File: config.mk
export PLATFORM = sky130hd
export DESIGN_NAME = noise_gate
export DESIGN_NICKNAME = d
export VERILOG_FILES = /design/src/rtl/guitar_fx_pkg.sv /design/src/rtl/envelope_follower.sv /design/src/rtl/noise_gate.sv
export SDC_FILE = /design/constraint.sdc
export NUM_CORES = 1
export LEC_CHECK = 0
export ABC_AREA = 1
export CELL_PAD_IN_SITES_DETAIL_PLACEMENT = 0
export CELL_PAD_IN_SITES_GLOBAL_PLACEMENT = 2
export CORE_MARGIN = 2
export CORE_UTILIZATION = 33
export DETAILED_ROUTE_END_ITERATION = 8
export PLACE_DENSITY = 0.91
export SLEW_MARGIN = 20
export SYNTH_ARGS = -nofsm -noshare
export SYNTH_HDL_FRONTEND = slang
export SYNTH_HIERARCHICAL = 1
export SYNTH_SLANG_ARGS = --single-unit
File: constraint.sdc
create_clock -name clk -period 5.09 [get_ports clk]
set_input_delay 0.509 -clock clk [delete_from_list [all_inputs] [get_ports clk]]
set_output_delay 0.509 -clock clk [all_outputs]
set_load 0.02 [all_outputs]
File: src/rtl/guitar_fx_pkg.sv
// Shared definitions for the guitar effects chain: sample width, unity gain
// and the noise gate state encoding.
package guitar_fx_pkg;

    localparam int unsigned SAMPLE_W_DEF = 24;
    localparam int unsigned GAIN_W       = 9;
    localparam logic [GAIN_W-1:0] UNITY_GAIN = 9'd256;

    typedef enum logic [2:0] {
        StClosed,
        StAttack,
        StOpen,
        StHold,
        StRelease
    } gate_state_e;

endpackage

File: src/rtl/envelope_follower.sv
// Peak envelope detector: rectifies the signed input with saturation, jumps to
// new peaks and decays exponentially otherwise.
module envelope_follower
    import guitar_fx_pkg::*;
#(
    parameter int unsigned SAMPLE_W    = SAMPLE_W_DEF,
    parameter int unsigned DECAY_SHIFT = 8
) (
    input  logic                clk,
    input  logic                rst_n,
    input  logic [SAMPLE_W-1:0] sample_i,
    input  logic                valid_i,
    output logic [SAMPLE_W-1:0] env_next_o
);

    localparam logic [SAMPLE_W-1:0] MaxPos = {1'b0, {(SAMPLE_W-1){1'b1}}};
    localparam logic [SAMPLE_W-1:0] MinNeg = {1'b1, {(SAMPLE_W-1){1'b0}}};

    logic [SAMPLE_W-1:0] abs_val;
    logic [SAMPLE_W-1:0] env_d;
    logic [SAMPLE_W-1:0] env_q;

    always_comb begin
        // The most negative code has no positive twin, so pin it to full scale.
        if (sample_i == MinNeg) begin
            abs_val = MaxPos;
        end else if (sample_i[SAMPLE_W-1]) begin
            abs_val = -sample_i;
        end else begin
            abs_val = sample_i;
        end

        if (abs_val > env_q) begin
            env_d = abs_val;
        end else begin
            env_d = env_q - (env_q >> DECAY_SHIFT);
        end
    end

    always_ff @(posedge clk or negedge rst_n) begin
        if (!rst_n) begin
            env_q <= '0;
        end else if (valid_i) begin
            env_q <= env_d;
        end
    end

    assign env_next_o = env_d;

endmodule

File: src/rtl/noise_gate.sv
// Envelope-driven noise gate with attack/hold/release gain ramp and bypass.
// Output is registered one clock after each qualified input sample.
module noise_gate
    import guitar_fx_pkg::*;
#(
    parameter int unsigned          SAMPLE_W     = SAMPLE_W_DEF,
    parameter logic [SAMPLE_W-1:0]  OPEN_TH      = 24'h010000,
    parameter logic [SAMPLE_W-1:0]  CLOSE_TH     = 24'h008000,
    parameter int unsigned          HOLD_SAMPLES = 2400,
    parameter int unsigned          ATK_STEP     = 16,
    parameter int unsigned          REL_STEP     = 1,
    parameter int unsigned          DECAY_SHIFT  = 8
) (
    input  logic                clk,
    input  logic                rst_n,
    input  logic [SAMPLE_W-1:0] sample_in,
    input  logic                sample_valid,
    input  logic                enable,
    output logic [SAMPLE_W-1:0] sample_out,
    output logic                out_valid,
    output logic                gate_open
);

    localparam int unsigned      HoldW    = $clog2(HOLD_SAMPLES + 2);
    localparam logic [HoldW-1:0] HoldInit = HoldW'(HOLD_SAMPLES);
    localparam logic [9:0]       Unity10  = {1'b0, UNITY_GAIN};
    localparam logic [9:0]       AtkStep  = 10'(ATK_STEP);
    localparam logic [9:0]       RelStep  = 10'(REL_STEP);

    gate_state_e         state_q;
    logic [GAIN_W-1:0]   gain_q;
    logic [HoldW-1:0]    hold_cnt_q;
    logic                gate_open_q;
    logic [SAMPLE_W-1:0] sample_out_q;
    logic                out_valid_q;

    logic [SAMPLE_W-1:0] env_next;
    logic                opening;
    logic                closing;
    logic [9:0]          gain_up;
    logic [GAIN_W-1:0]   gain_dn;
    logic                at_unity;

    envelope_follower #(
        .SAMPLE_W    (SAMPLE_W),
        .DECAY_SHIFT (DECAY_SHIFT)
    ) u_env (
        .clk        (clk),
        .rst_n      (rst_n),
        .sample_i   (sample_in),
        .valid_i    (sample_valid),
        .env_next_o (env_next)
    );

    always_comb begin
        opening = (env_next >= OPEN_TH);
        closing = (env_next < CLOSE_TH);

        gain_up = {1'b0, gain_q} + AtkStep;
        if (gain_up > Unity10) begin
            gain_up = Unity10;
        end
        at_unity = (gain_up == Unity10);

        if ({1'b0, gain_q} > RelStep) begin
            gain_dn = gain_q - RelStep[GAIN_W-1:0];
        end else begin
            gain_dn = '0;
        end
    end

    // Entering ATTACK applies the first attack step on the same sample.
    always_ff @(posedge clk or negedge rst_n) begin
        if (!rst_n) begin
            state_q     <= StClosed;
            gain_q      <= '0;
            hold_cnt_q  <= '0;
            gate_open_q <= 1'b0;
        end else if (sample_valid) begin
            unique case (state_q)
                StClosed: begin
                    if (opening) begin
                        gain_q      <= gain_up[GAIN_W-1:0];
                        state_q     <= at_unity ? StOpen : StAttack;
                        gate_open_q <= 1'b1;
                    end
                end
                StAttack: begin
                    gain_q <= gain_up[GAIN_W-1:0];
                    if (at_unity) begin
                        state_q <= StOpen;
                    end
                end
                StOpen: begin
                    if (closing) begin
                        state_q    <= StHold;
                        hold_cnt_q <= HoldInit;
                    end
                end
                StHold: begin
                    if (opening) begin
                        state_q <= StOpen;
                    end else if (hold_cnt_q == '0) begin
                        state_q     <= StRelease;
                        gate_open_q <= 1'b0;
                    end else begin
                        hold_cnt_q <= hold_cnt_q - HoldW'(1);
                    end
                end
                StRelease: begin
                    if (opening) begin
                        gain_q      <= gain_up[GAIN_W-1:0];
                        state_q     <= at_unity ? StOpen : StAttack;
                        gate_open_q <= 1'b1;
                    end else begin
                        gain_q <= gain_dn;
                        if (gain_dn == '0) begin
                            state_q <= StClosed;
                        end
                    end
                end
                default: begin
                    state_q     <= StClosed;
                    gain_q      <= '0;
                    gate_open_q <= 1'b0;
                end
            endcase
        end
    end

    logic signed [SAMPLE_W+9:0] product;
    logic                       unused_product;

    assign product        = $signed(sample_in) * $signed({1'b0, gain_q});
    assign unused_product = ^{product[SAMPLE_W+9:SAMPLE_W+8], product[7:0]};

    always_ff @(posedge clk or negedge rst_n) begin
        if (!rst_n) begin
            sample_out_q <= '0;
            out_valid_q  <= 1'b0;
        end else begin
            out_valid_q <= sample_valid;
            if (sample_valid) begin
                sample_out_q <= enable ? product[SAMPLE_W+7:8] : sample_in;
            end
        end
    end

    assign sample_out = sample_out_q;
    assign out_valid  = out_valid_q;
    assign gate_open  = gate_open_q;

endmodule

==> flow_summary.rst <==
.. list-table::
   :header-rows: 1

   * - Metric
     - Value
   * - Period utilization
     - between 90% and 100%
   * - GR peak layer
     - met2
   * - Reg2reg path depth
     - 21
   * - Clock network fraction of total power
     - 4.6%
   * - Wirelength, routed
     - roughly 52 mm
   * - Clock latency on the worst-skew pair
     - between 300 and 400 ps
   * - TritonCTS clock tree
     - yes
   * - Max-slew violation count
     - 0
   * - Remaining Overflow, GRT
     - 0
   * - Post-route design area
     - between 0.02 and 0.025 mm²
   * - Clock Root Buffer
     - clkbuf_16
   * - Sort of element at the end of the critical path
     - register
   * - Grt met2 use
     - 34.2%
   * - Clock transition at path regs
     - approximately 80 ps
   * - Critical Path RT
     - 5380 ps
   * - Die outline height
     - 220 µm
   * - Max-Slew Margin vs Limit
     - 34.1%
   * - Detailed Route Iter0 Violations
     - 1170
   * - Final nets
     - about 3000
   * - Max frequency
     - 0.199 GHz
   * - DIE AREA
     - 0.0486 mm²
   * - Cell seen most often among critical-path stages
     - fa_1
   * - Wire length of the first global-routing pass
     - 81.6 mm
   * - Critical Path AT
     - ~5300 ps
   * - Max Root-Sink Buffers
     - 2
   * - Leakage power
     - 11.6 nW
   * - Critical path startpoint category
     - input port
   * - Antenna Cells
     - 0
   * - Initial cell density of the core
     - 33.3%
   * - Final number of setup-violating endpoints
     - 0
   * - DRT antenna net count
     - 0
   * - Hold Vio Cnt, Final
     - 0
   * - Number of global-route vias before repair
     - ~15000
   * - Routed via count
     - 15400
   * - Core area
     - 0.0464 mm²
   * - Drt pass-1 iters
     - 5
   * - Clk_skew
     - 15.3 ps
   * - Worst setup path category
     - in2reg
   * - Hold slack
     - 121 ps
   * - Stage delay of the slowest cell on the critical path
     - roughly 570 ps
   * - Number of CTS-inserted buffers
     - 9
   * - Post-DP HPWL
     - 41.9 mm
   * - Avg Cell Area, Syn
     - between 6 and 7 µm²
   * - Unrepaired setup endpoints after global routing
     - yes
   * - Area delta synth->final
     - 31.6%
   * - Net Sw Frac
     - 54.0%
   * - CP Cell Sequence
     - clkdlybuf4s50_1, buf_6, buf_12, nand2_2, fa_2, inv_1, fa_1, fa_1, fa_1, inv_1, fa_1, inv_1, ha_4, nand2_4, nor2_4, nand2_2, nor4_2, nand2_1, nand4_1, nand3_1, nand2_1, nand2_1
   * - Transition at the pin with the smallest max-transition slack
     - 987 ps
   * - Post-synthesis net count
     - 2686
   * - Number of cell rows
     - 79
   * - Global-route track usage on met3
     - 3.04%
   * - Number of warning messages in the yosys log
     - 6
   * - Net switching power
     - 8.50 mW
   * - Placement-stage cell area
     - 0.0184 mm²
   * - Highest-delay cell along the critical path
     - fa_1
   * - Final weighted congestion in routability-driven placement
     - roughly 0.9
   * - Total routing usage reported by global routing
     - 21.6%
   * - Detailed-route vias per instance
     - 4.71
   * - Count of port buffers added during placement
     - 53
   * - Path category of the worst min-delay check
     - in2async
   * - Power per standard cell area
     - 773 mW/mm²
   * - # H-tree levels
     - 3
   * - Count of clock tree sinks
     - 74
   * - Part of the power in registers
     - under 10%
   * - Residual DRC count
     - 0
   * - Fraction of met1 tracks used by global routing
     - a little under a third
   * - Number of instances in the synthesized netlist
     - 2374
   * - Largest net degree at the start of global routing
     - 45
   * - Combinational fraction of design power
     - 88.1%
   * - Maximum capacitance violations
     - 0
   * - IR Drop Worst-Case VDD
     - roughly 0.55 mV
   * - CP Max Fanout
     - 6
   * - Layout cells sized above 1
     - 22.7%
   * - Average routed wire per standard cell
     - 15.8 µm
   * - Mapped Area
     - 0.0155 mm²
   * - Initial antenna violation count
     - 0
   * - Min Tclk post-route
     - 5020 ps
   * - Number of hold buffers added after CTS
     - 0
   * - P_int
     - 7.24 mW
   * - Number of primary I/O pins
     - 54
   * - Outcome
     - complete, no violations
   * - Die Span X
     - 220 µm
==> placed cells by master, fill, tap and decap left out, drive strengths merged, types with 5 or more instances in the layout <==
cell and instances:
nor3 10, nand4 21, buf 298, o211ai 5, clkinv 9, dlygate4sd2 8, nand2 801, and2 8
nand3b 9, nand3 153, inv 526, ha 113, dlymetal6s2s 8, xnor2 17, dfrtp 74, o21ai 66
xor2 27, fa 171, clkbuf 12, nor2 204, nor4 6, a21oi 60, clkdlybuf4s50 34
==> power by group through the flow <==
stage,sequential (mW),combinational [mW],clock (mW)
floorplan,1.14,6.74,0
global placement,1.15,10.7,0
detailed placement,1.14,10.8,0
CTS,1.14,11.9,0.747
global route,1.17,15.4,0.770
finish,1.14,13.9,0.728
==> per-layer routing <==
metal | vias to the layer above | routed length, µm | share of wire [%]
met3 | 44 | 2200 | 4.2
li1 | 7655 | - | -
met1 | 7382 | 25600 | 49
met5 | - | 0 | 0
met2 | 326 | 23300 | 45
met4 | 0 | 656 | 1.3
==> stage by stage <==
step	setup TNS, ps	util (%)	total power [mW]	cells	setup WS, ps
floorplan	0	-	7.88	2374	38.3
finish	0	43.9	15.7	3271	70.9
global route	-910	43.9	17.3	3271	-156
global placement	-15180	39.8	11.8	3215	-803
CTS	-60.1	41.5	13.8	3236	-26.1
detailed placement	-16870	39.8	12.0	3215	-879
==> worst max-delay path, delay by kind of cell <==
kind / cells / cell delay (ps)
adder cells (fa/ha/maj): 6 / 2910
buffers and inverters: 6 / 910
AND/OR/NAND/NOR: 10 / 950
==> final timing paths <==
path,startpoint,end,slack (ps)
worst min-delay path,rst_n,sample_out[7],120
min in group clk,sample_out[2],sample_out[2],490
worst max-delay path,sample_in[19],sample_out[19],70
max in group asynchronous,rst_n,gain_q[5],3850
worst max register to register,gain_q[5],sample_out[19],80
worst min register to register,sample_out[2],sample_out[2],490
==> sequential cells by signal, summed over array words and instances, names as in the netlist <==
signal       count
gain_q           9
gate_open        1
hold_cnt_q      12
out_valid        1
sample_out      24
state_q          3
u_env/env_q     24
==> timing repair <==
action                     4_1_cts  5_1_grt
gates cloned                     1        2
setup endpoints to repair       22       49
resized for setup              103      235
pin swaps                       26      138
buffers inserted                 4       33
==> area by class of cell <==
type | instances | area [µm²]
Clock inverter | 7 | 81.3
Tap cell | 607 | 759
Sequential cell | 74 | 1860
Fill cell | 4758 | 26000
Inverter | 531 | 2010
Timing Repair Buffer | 351 | 3100
Multi-Input combinational cell | 1692 | 12300
Clock buffer | 9 | 225
(Power assumes the default switching activity.)
